### config.mk
export PLATFORM = sky130hd
export DESIGN_NAME = upc_sequencer
export DESIGN_NICKNAME = d
export VERILOG_FILES = /design/src/rtl/upc_pkg.sv /design/src/rtl/upc_stack.sv /design/src/rtl/upc_sequencer.sv
export SDC_FILE = /design/constraint.sdc
export NUM_CORES = 1
export LEC_CHECK = 0
export CAP_MARGIN = 20
export CORE_ASPECT_RATIO = 1.2
export CORE_MARGIN = 4
export CORE_UTILIZATION = 58
export CTS_CLUSTER_SIZE = 25
export DETAILED_ROUTE_END_ITERATION = 8
export GPL_ROUTABILITY_DRIVEN = 0
export PLACE_DENSITY = 0.84
export SLEW_MARGIN = 20
export SYNTH_ARGS = -nofsm -noshare
export SYNTH_HDL_FRONTEND = slang
export SYNTH_SLANG_ARGS = --single-unit
### constraint.sdc
create_clock -name clk -period 4.01 [get_ports clk]
set_input_delay 0.802 -clock clk [delete_from_list [all_inputs] [get_ports clk]]
set_output_delay 0.802 -clock clk [all_outputs]
set_load 0.02 [all_outputs]
### src/rtl/upc_pkg.sv
// Shared definitions for the microprogram sequencer: op encodings and default address width.
package upc_pkg;

  localparam int UPC_ADDR_W = 11;

  typedef enum logic [1:0] {
    UPC_NEXT = 2'b00,
    UPC_JUMP = 2'b01,
    UPC_CALL = 2'b10,
    UPC_RET  = 2'b11
  } upc_op_e;

endpackage

### src/rtl/upc_stack.sv
// LIFO return-address stack. A push when full and a pop when empty are both ignored.
module upc_stack #(
  parameter int DEPTH = 4,
  parameter int WIDTH = 11
) (
  input  logic                         clk,
  input  logic                         rst,
  input  logic                         push,
  input  logic                         pop,
  input  logic [WIDTH-1:0]             din,
  output logic [WIDTH-1:0]             dout,
  output logic [$clog2(DEPTH+1)-1:0]   sp,
  output logic                         full,
  output logic                         empty
);

  localparam int SP_W  = $clog2(DEPTH + 1);
  localparam int IDX_W = (DEPTH > 1) ? $clog2(DEPTH) : 1;

  logic [WIDTH-1:0] mem [2**IDX_W];
  logic [SP_W-1:0]  top_idx;

  assign full    = (sp == SP_W'(DEPTH));
  assign empty   = (sp == '0);
  assign top_idx = sp - 1'b1;
  assign dout    = mem[top_idx[IDX_W-1:0]];

  // NOTE: sequential state is written with non-blocking assignments so every
  // register samples the pre-edge values, independent of block ordering.
  always_ff @(posedge clk) begin
    if (rst) begin
      sp <= '0;
    end else if (push && !full) begin
      sp <= sp + 1'b1;
    end else if (pop && !empty) begin
      sp <= sp - 1'b1;
    end
  end

  // NOTE: the storage array has no reset; entries are only read below sp,
  // so stale contents are unobservable and the array maps to plain RAM/flops.
  always_ff @(posedge clk) begin
    if (push && !full) begin
      mem[sp[IDX_W-1:0]] <= din;
    end
  end

endmodule

### src/rtl/upc_sequencer.sv
// Microprogram counter: sequential step, conditional jump, call/return via a
// small return-address stack, and a sticky overflow/underflow error flag.
module upc_sequencer
  import upc_pkg::*;
#(
  parameter int ADDR_W      = UPC_ADDR_W,
  parameter int STEP        = 2,
  parameter int STACK_DEPTH = 4,
  parameter int RESET_ADDR  = 0
) (
  input  logic              clk,
  input  logic              rst,
  input  logic              en,
  input  logic [1:0]        op,
  input  logic              cond,
  input  logic [ADDR_W-1:0] target,
  output logic [ADDR_W-1:0] upc,
  output logic              stack_empty,
  output logic              stack_full,
  output logic              err
);

  localparam int SP_W = $clog2(STACK_DEPTH + 1);
  localparam logic [ADDR_W-1:0] STEP_V  = ADDR_W'(STEP);
  localparam logic [ADDR_W-1:0] RESET_V = ADDR_W'(RESET_ADDR);

  upc_op_e          op_e;
  logic [ADDR_W-1:0] seq;
  logic [ADDR_W-1:0] upc_nxt;
  logic [ADDR_W-1:0] ret_addr;
  logic [SP_W-1:0]   sp;
  logic              st_full;
  logic              st_empty;
  logic              do_push;
  logic              do_pop;
  logic              err_set;

  assign op_e = upc_op_e'(op);

  // Carry out of the adder is dropped so the address wraps modulo 2^ADDR_W.
  assign seq = upc + STEP_V;

  // NOTE: every signal written here gets a default first, so no path can
  // leave one unassigned and infer a latch.
  always_comb begin
    upc_nxt = seq;
    do_push = 1'b0;
    do_pop  = 1'b0;
    err_set = 1'b0;
    unique case (op_e)
      UPC_NEXT: ;
      UPC_JUMP: if (cond) upc_nxt = target;
      UPC_CALL: begin
        if (cond) begin
          if (st_full) begin
            err_set = 1'b1;
          end else begin
            do_push = 1'b1;
            upc_nxt = target;
          end
        end
      end
      UPC_RET: begin
        if (st_empty) begin
          err_set = 1'b1;
        end else begin
          do_pop  = 1'b1;
          upc_nxt = ret_addr;
        end
      end
      default: ;
    endcase
  end

  upc_stack #(
    .DEPTH (STACK_DEPTH),
    .WIDTH (ADDR_W)
  ) u_stack (
    .clk   (clk),
    .rst   (rst),
    .push  (en && do_push),
    .pop   (en && do_pop),
    .din   (seq),
    .dout  (ret_addr),
    .sp    (sp),
    .full  (st_full),
    .empty (st_empty)
  );

  assign stack_empty = (sp == '0);
  assign stack_full  = (sp == SP_W'(STACK_DEPTH));

  always_ff @(posedge clk) begin
    if (rst) begin
      upc <= RESET_V;
      err <= 1'b0;
    end else if (en) begin
      upc <= upc_nxt;
      if (err_set) err <= 1'b1;
    end
  end

endmodule

* Yosys cells after proc, flatten, opt, wreduce, memory -nomap -nowiden
Memories as Yosys holds them, arrays and structs flattened.
Cells that the tools add are included.
** Operators by class
- Add/subtract/negate cells :: 3
- Equal/unequal tests :: 4
- Muxes and demuxes :: 18
- Reduce and logical (&&, ||, !) cells :: 9
** Operators by type and width (count)
- 2-to-1 mux 11 bit :: 4
- case mux 11 bit (3 select lines) :: 1
- adder 11 x 2 -> 11 bit (second input constant) :: 1
- 2-to-1 mux 1 bit :: 10
- 2-to-1 mux 3 bit :: 2
- equality test 2 bit (second input constant) :: 2
- logical AND 1 bit :: 4
- adder 3 x 1 -> 3 bit (second input constant) :: 1
- equality test 3 bit (second input constant) :: 1
- zero test 3 bit :: 1
- subtractor 3 x 1 -> 3 bit (second input constant) :: 1
- equality test 2 x 1 -> 1 bit (second input constant) :: 1
- zero test 1 bit :: 2
- case mux 1 bit (2 select lines) :: 1
- AND reduction 2 bit :: 1
- nonzero test 2 bit :: 1
** Storage, ports and cells
- Register bits after elaboration :: 15
- RAM bits :: 44
- Input bits :: 17
- Output and inout port bits :: 14
- Memories :: 1
** Memory list
- u_stack.mem :: depth 4, width 11, rd ports 1, clocked after Yosys merged registers in 0, wr ports 1, line upc_stack.sv:20 : logic [WIDTH-1:0] mem [2**IDX_W];

* Longest topological paths before layout
- Depth after elaboration :: 8
- Mapped depth :: 9
- Mapped depth without buffers :: 7

* By module
Synthesis repeated with hierarchy kept, for this count alone.
** Second synthesis, totals
- Cell total of the unflattened synthesis :: 197
- Area, all modules :: 2738.9 um^2
** Modules (own cells, without submodules)
- upc_stack :: times used 1, cells an instance 91, area each 1886.8 um^2
- upc_sequencer :: times used 1, cells an instance 106, area each 852.1 um^2

* Least setup slack after synthesis
No wires, ideal clock.
- Path kind :: reg-to-output
- From :: reg u_stack.sp[0]
- To :: out stack_full
- Arrival time :: 1.311 ns
- Path slack :: 1.897 ns
- Stages on the path, launching flop included :: 7
- Buffers on the path :: 2
- Cell sequence :: dfxtp_1 > buf_6 > buf_6 > inv_1 > ha_1 > nand2_1 > inv_1
** On the way
- Longest elaborated chain between the ends :: 1
** RTL lines
- start, declared :: line upc_stack.sv:12 : output logic [$clog2(DEPTH+1)-1:0] sp,
- start signal, assigned :: line upc_stack.sv:34 : sp <= sp + 1'b1;
- start signal, assigned :: line upc_stack.sv:36 : sp <= sp - 1'b1;
- equality test 3 bit :: line upc_sequencer.sv:91 : assign stack_full = (sp == SP_W'(STACK_DEPTH));
- end, declared :: line upc_sequencer.sv:19 : output logic stack_full,
No other way between the ends.

* Worst setup path in the final report
Same ends and word-level chain as after synthesis.

==> summary.txt <==
Worst setup path
  • CP max FO: 16
  • Startpoint Class: flip-flop
  • Worst Setup SP: u_stack.sp[0]
  • Worst EP required: approximately 3.2 ns
  • Crit path DAT: roughly 2.4 ns
  • Critical Path Max Stage Delay: roughly 0.65 ns
  • Critical Path Slowest Stage Cell: clkdlybuf4s50_1
  • Crit path kind: flip-flop to output port
  • Crit end category: output port
  • CP Capture Point: stack_full
  • Critical path, cell by cell: buf_4, inv_1, ha_1, nand2_1, inv_1, clkdlybuf4s50_1
  • R2r setup slk: 1.65 ns
  • Reg2Reg Depth: 7
  • Cell mode on critical path: inv_1
  • Worst r2r src: u_stack.sp[0]
  • Reg2reg end: upc[5]

Pwr
  • PD cells: roughly 440 nW/µm²
  • Worst vdd ir: 521.9 µV
  • Lkg Pwr: about 1.2 nW

Hold path
  • Hold WC Path Type: flip-flop to flip-flop
  • Hold path cells: 2

Synthesis
  • Distinct cells, synth: 53
  • Number of flops mapped to enable cells by yosys: 44
  • Yosys warning count: 0
  • Post-Synthesis Cell Area: 2929 µm²
  • Register area share after synthesis: 0.5536
  • Most used DFF post-synth: edfxtp_1
  • Async S/R FF share, synth: 0
  • Cells after Synth: between 200 and 250
  • Mapped Nets: about 250
  • Syn Area/Cell: 13.02 µm²
  • FF+latch count, synth: a little under 60

Place
  • Hpwl dp: between 4000 and 5000 µm
  • Placed insts: between 300 and 400
  • # port buffers: 30

Cells and area
  • Commonest non-fill, non-tap cell in the layout: edfxtp_1
  • Nets: roughly 280
  • Layout cells sized above 1: 0.1351
  • Antenna fix cells: 0
  • Most frequent cells in the layout: edfxtp_1, clkdlybuf4s50_1, dfxtp_1, inv_1
  • Filler Cells Inserted: roughly 330
  • Post-Layout Cell Count: around 320
  • Area growth, synth to finish: 18.97%

Clock network
  • Hold_buf cts: 0
  • Clk pin slew, worst setup/hold paths: roughly 0.070 ns
  • Root buffer cell: clkbuf_8
  • Clock Sinks: between 50 and 60
  • Max clock buf depth: 2
  • CTS tree: yes
  • CTS resizes: 0
  • Worst skew pair latency: ~0.34 ns
  • H-tree Lvls: 3
  • Total CTS buffers: 9
  • Postcts setup bufs: 0

STA
  • Worst Skew: 0.01527 ns
  • Worst-Margin Slew: roughly 0.67 ns
  • Hold Violations, Final: 0
  • Max Fclk: 0.3144 GHz
  • RSZ-0062 raised after global routing: no
  • Max-slew violations: 0
  • Worst slew margin: 0.5486
  • Setup violators final: 0
  • Period utilization: 0.7932
  • Post-layout min period: between 3 and 4 ns
  • Setup TNS: 0 ns

Drt
  • Vias per cell: ~6.8
  • Post-Route WL: approximately 6600 µm
  • Initial DRC Count: between 200 and 300
  • Final ANT Viol Nets: 0
  • Router iterations before antenna repair: 5
  • Via count: 2158
  • DRC violations left: 0
  • WL/cell: between 20 and 25 µm

Global route
  • Number of global-route vias before repair: 2060
  • Grt met3 use: 0.07268
  • Grt ovf: 0
  • Grt met1 use: 0.3234
  • First-pass GRT wire length: roughly 11000 µm
  • Initial antenna violation count: 0
  • Largest net degree at the start of global routing: 22
  • GR Util met2: 0.3276
  • Busiest grt layer: met2
  • Total track usage: 0.2311

Floorplanning
  • Die width: 72.87 µm
  • Die span in y: between 80 and 90 µm
  • Row count: 28
  • Die area: approximately 6300 µm²
  • I/O Pins: 31
  • Initial Util: 0.5972
  • Core Footprint: approximately 4900 µm²

Run status
  • Status: finished clean

Job
  • Max cap viols: 0
## registers in the layout, indices dropped and copies added (netlist names)
signal,count
err,1
u_stack.mem,44
u_stack.sp,3
upc,11
## synth_stat cells, drive strengths merged, types with 2 or more instances
library cell | n | share of area
nor3 | 7 | 0.012
nor3b | 3 | 0.0077
nor2 | 8 | 0.010
a21oi | 8 | 0.014
xor2 | 3 | 0.0090
mux2i | 2 | 0.0068
o221ai | 2 | 0.0060
edfxtp | 44 | 0.45
ha | 6 | 0.026
xnor2 | 3 | 0.0090
inv | 12 | 0.015
a211oi | 8 | 0.022
and4 | 2 | 0.0060
and3 | 6 | 0.013
nand2 | 5 | 0.0064
nand3 | 3 | 0.0051
o211ai | 3 | 0.0077
and4b | 2 | 0.0068
a31oi | 4 | 0.0085
nor2b | 2 | 0.0043
nand4 | 5 | 0.011
a31o | 3 | 0.0090
clkbuf | 4 | 0.0060
buf | 10 | 0.022
a32oi | 7 | 0.021
dfxtp | 15 | 0.10
nand2b | 5 | 0.011
mux4 | 11 | 0.087
a221oi | 4 | 0.012
o21ai | 8 | 0.018
or2 | 3 | 0.0064
and2 | 4 | 0.0085
## critical path: cells and delay by family (launching register included)
family	cells	cell delay (ns)
and+or+nand+nor	1	0.18
DFF	1	0.30
adders and majority gates	1	0.35
buffers and inverters	4	1.22
## final cells by class
type,instances,area [µm²],share of cell area
sequential,59,1622,0.4654
inverter,12,45.04,0.01293
clock inverter,7,123.9,0.03555
multi-input combinational,140,1180,0.3386
tap,60,75.07,0.02154
clock buffer,9,123.9,0.03555
timing repair buffer,32,315.3,0.09048
## routing by layer
metal | share of wire | vias to the layer above
li1 | - | 959
met1 | 0.41 | 1022
met2 | 0.44 | 146
met3 | 0.11 | 31
met4 | 0.040 | 0
met5 | 0 | -
## logic make-up after synthesis
logic type / count (synthesis) / share of synthesized area
flip-flops: 59 / 0.5536
AND/OR/NAND/NOR: 56 / 0.1098
adder cells (fa/ha/maj): 6 / 0.02563
AO/OA/AOI/OAI: 59 / 0.1555
buffers and inverters: 26 / 0.04357
XOR/XNOR: 6 / 0.01794
multiplexers: 13 / 0.09398
## where the power goes
part	switching (mW)	internal (mW)
combinational	0.0957	0.0766
clock	0.250	0.418
sequential	0.0162	0.672
total	0.362	1.17
## how the worst min path moves through the flow
stage	slack [ns]	from	endpoint
3_3_place_gp	0.49	err	err
5_1_grt	0.57	err	err
4_1_cts	0.50	err	err
3_5_place_dp	0.48	err	err
2_1_floorplan	0.48	upc[0]	u_stack.mem[0][0]
6_report	0.49	err	err
## metrics by stage
stage	instance area (µm²)	setup slack [ns]	total power [mW]	utilization	hold WS, ns
after global routing	3485	0.6539	1.585	0.7105	0.5695
after floorplan	2929	1.897	0.8074	-	0.4778
after detailed placement	3237	1.028	0.8700	0.6599	0.4815
after global placement	3237	1.073	0.8683	0.6599	0.4883
final	3485	0.8291	1.527	0.7105	0.4932
after CTS	3485	0.8133	1.537	0.7105	0.5023
Power figures use the tool's default switching activity.
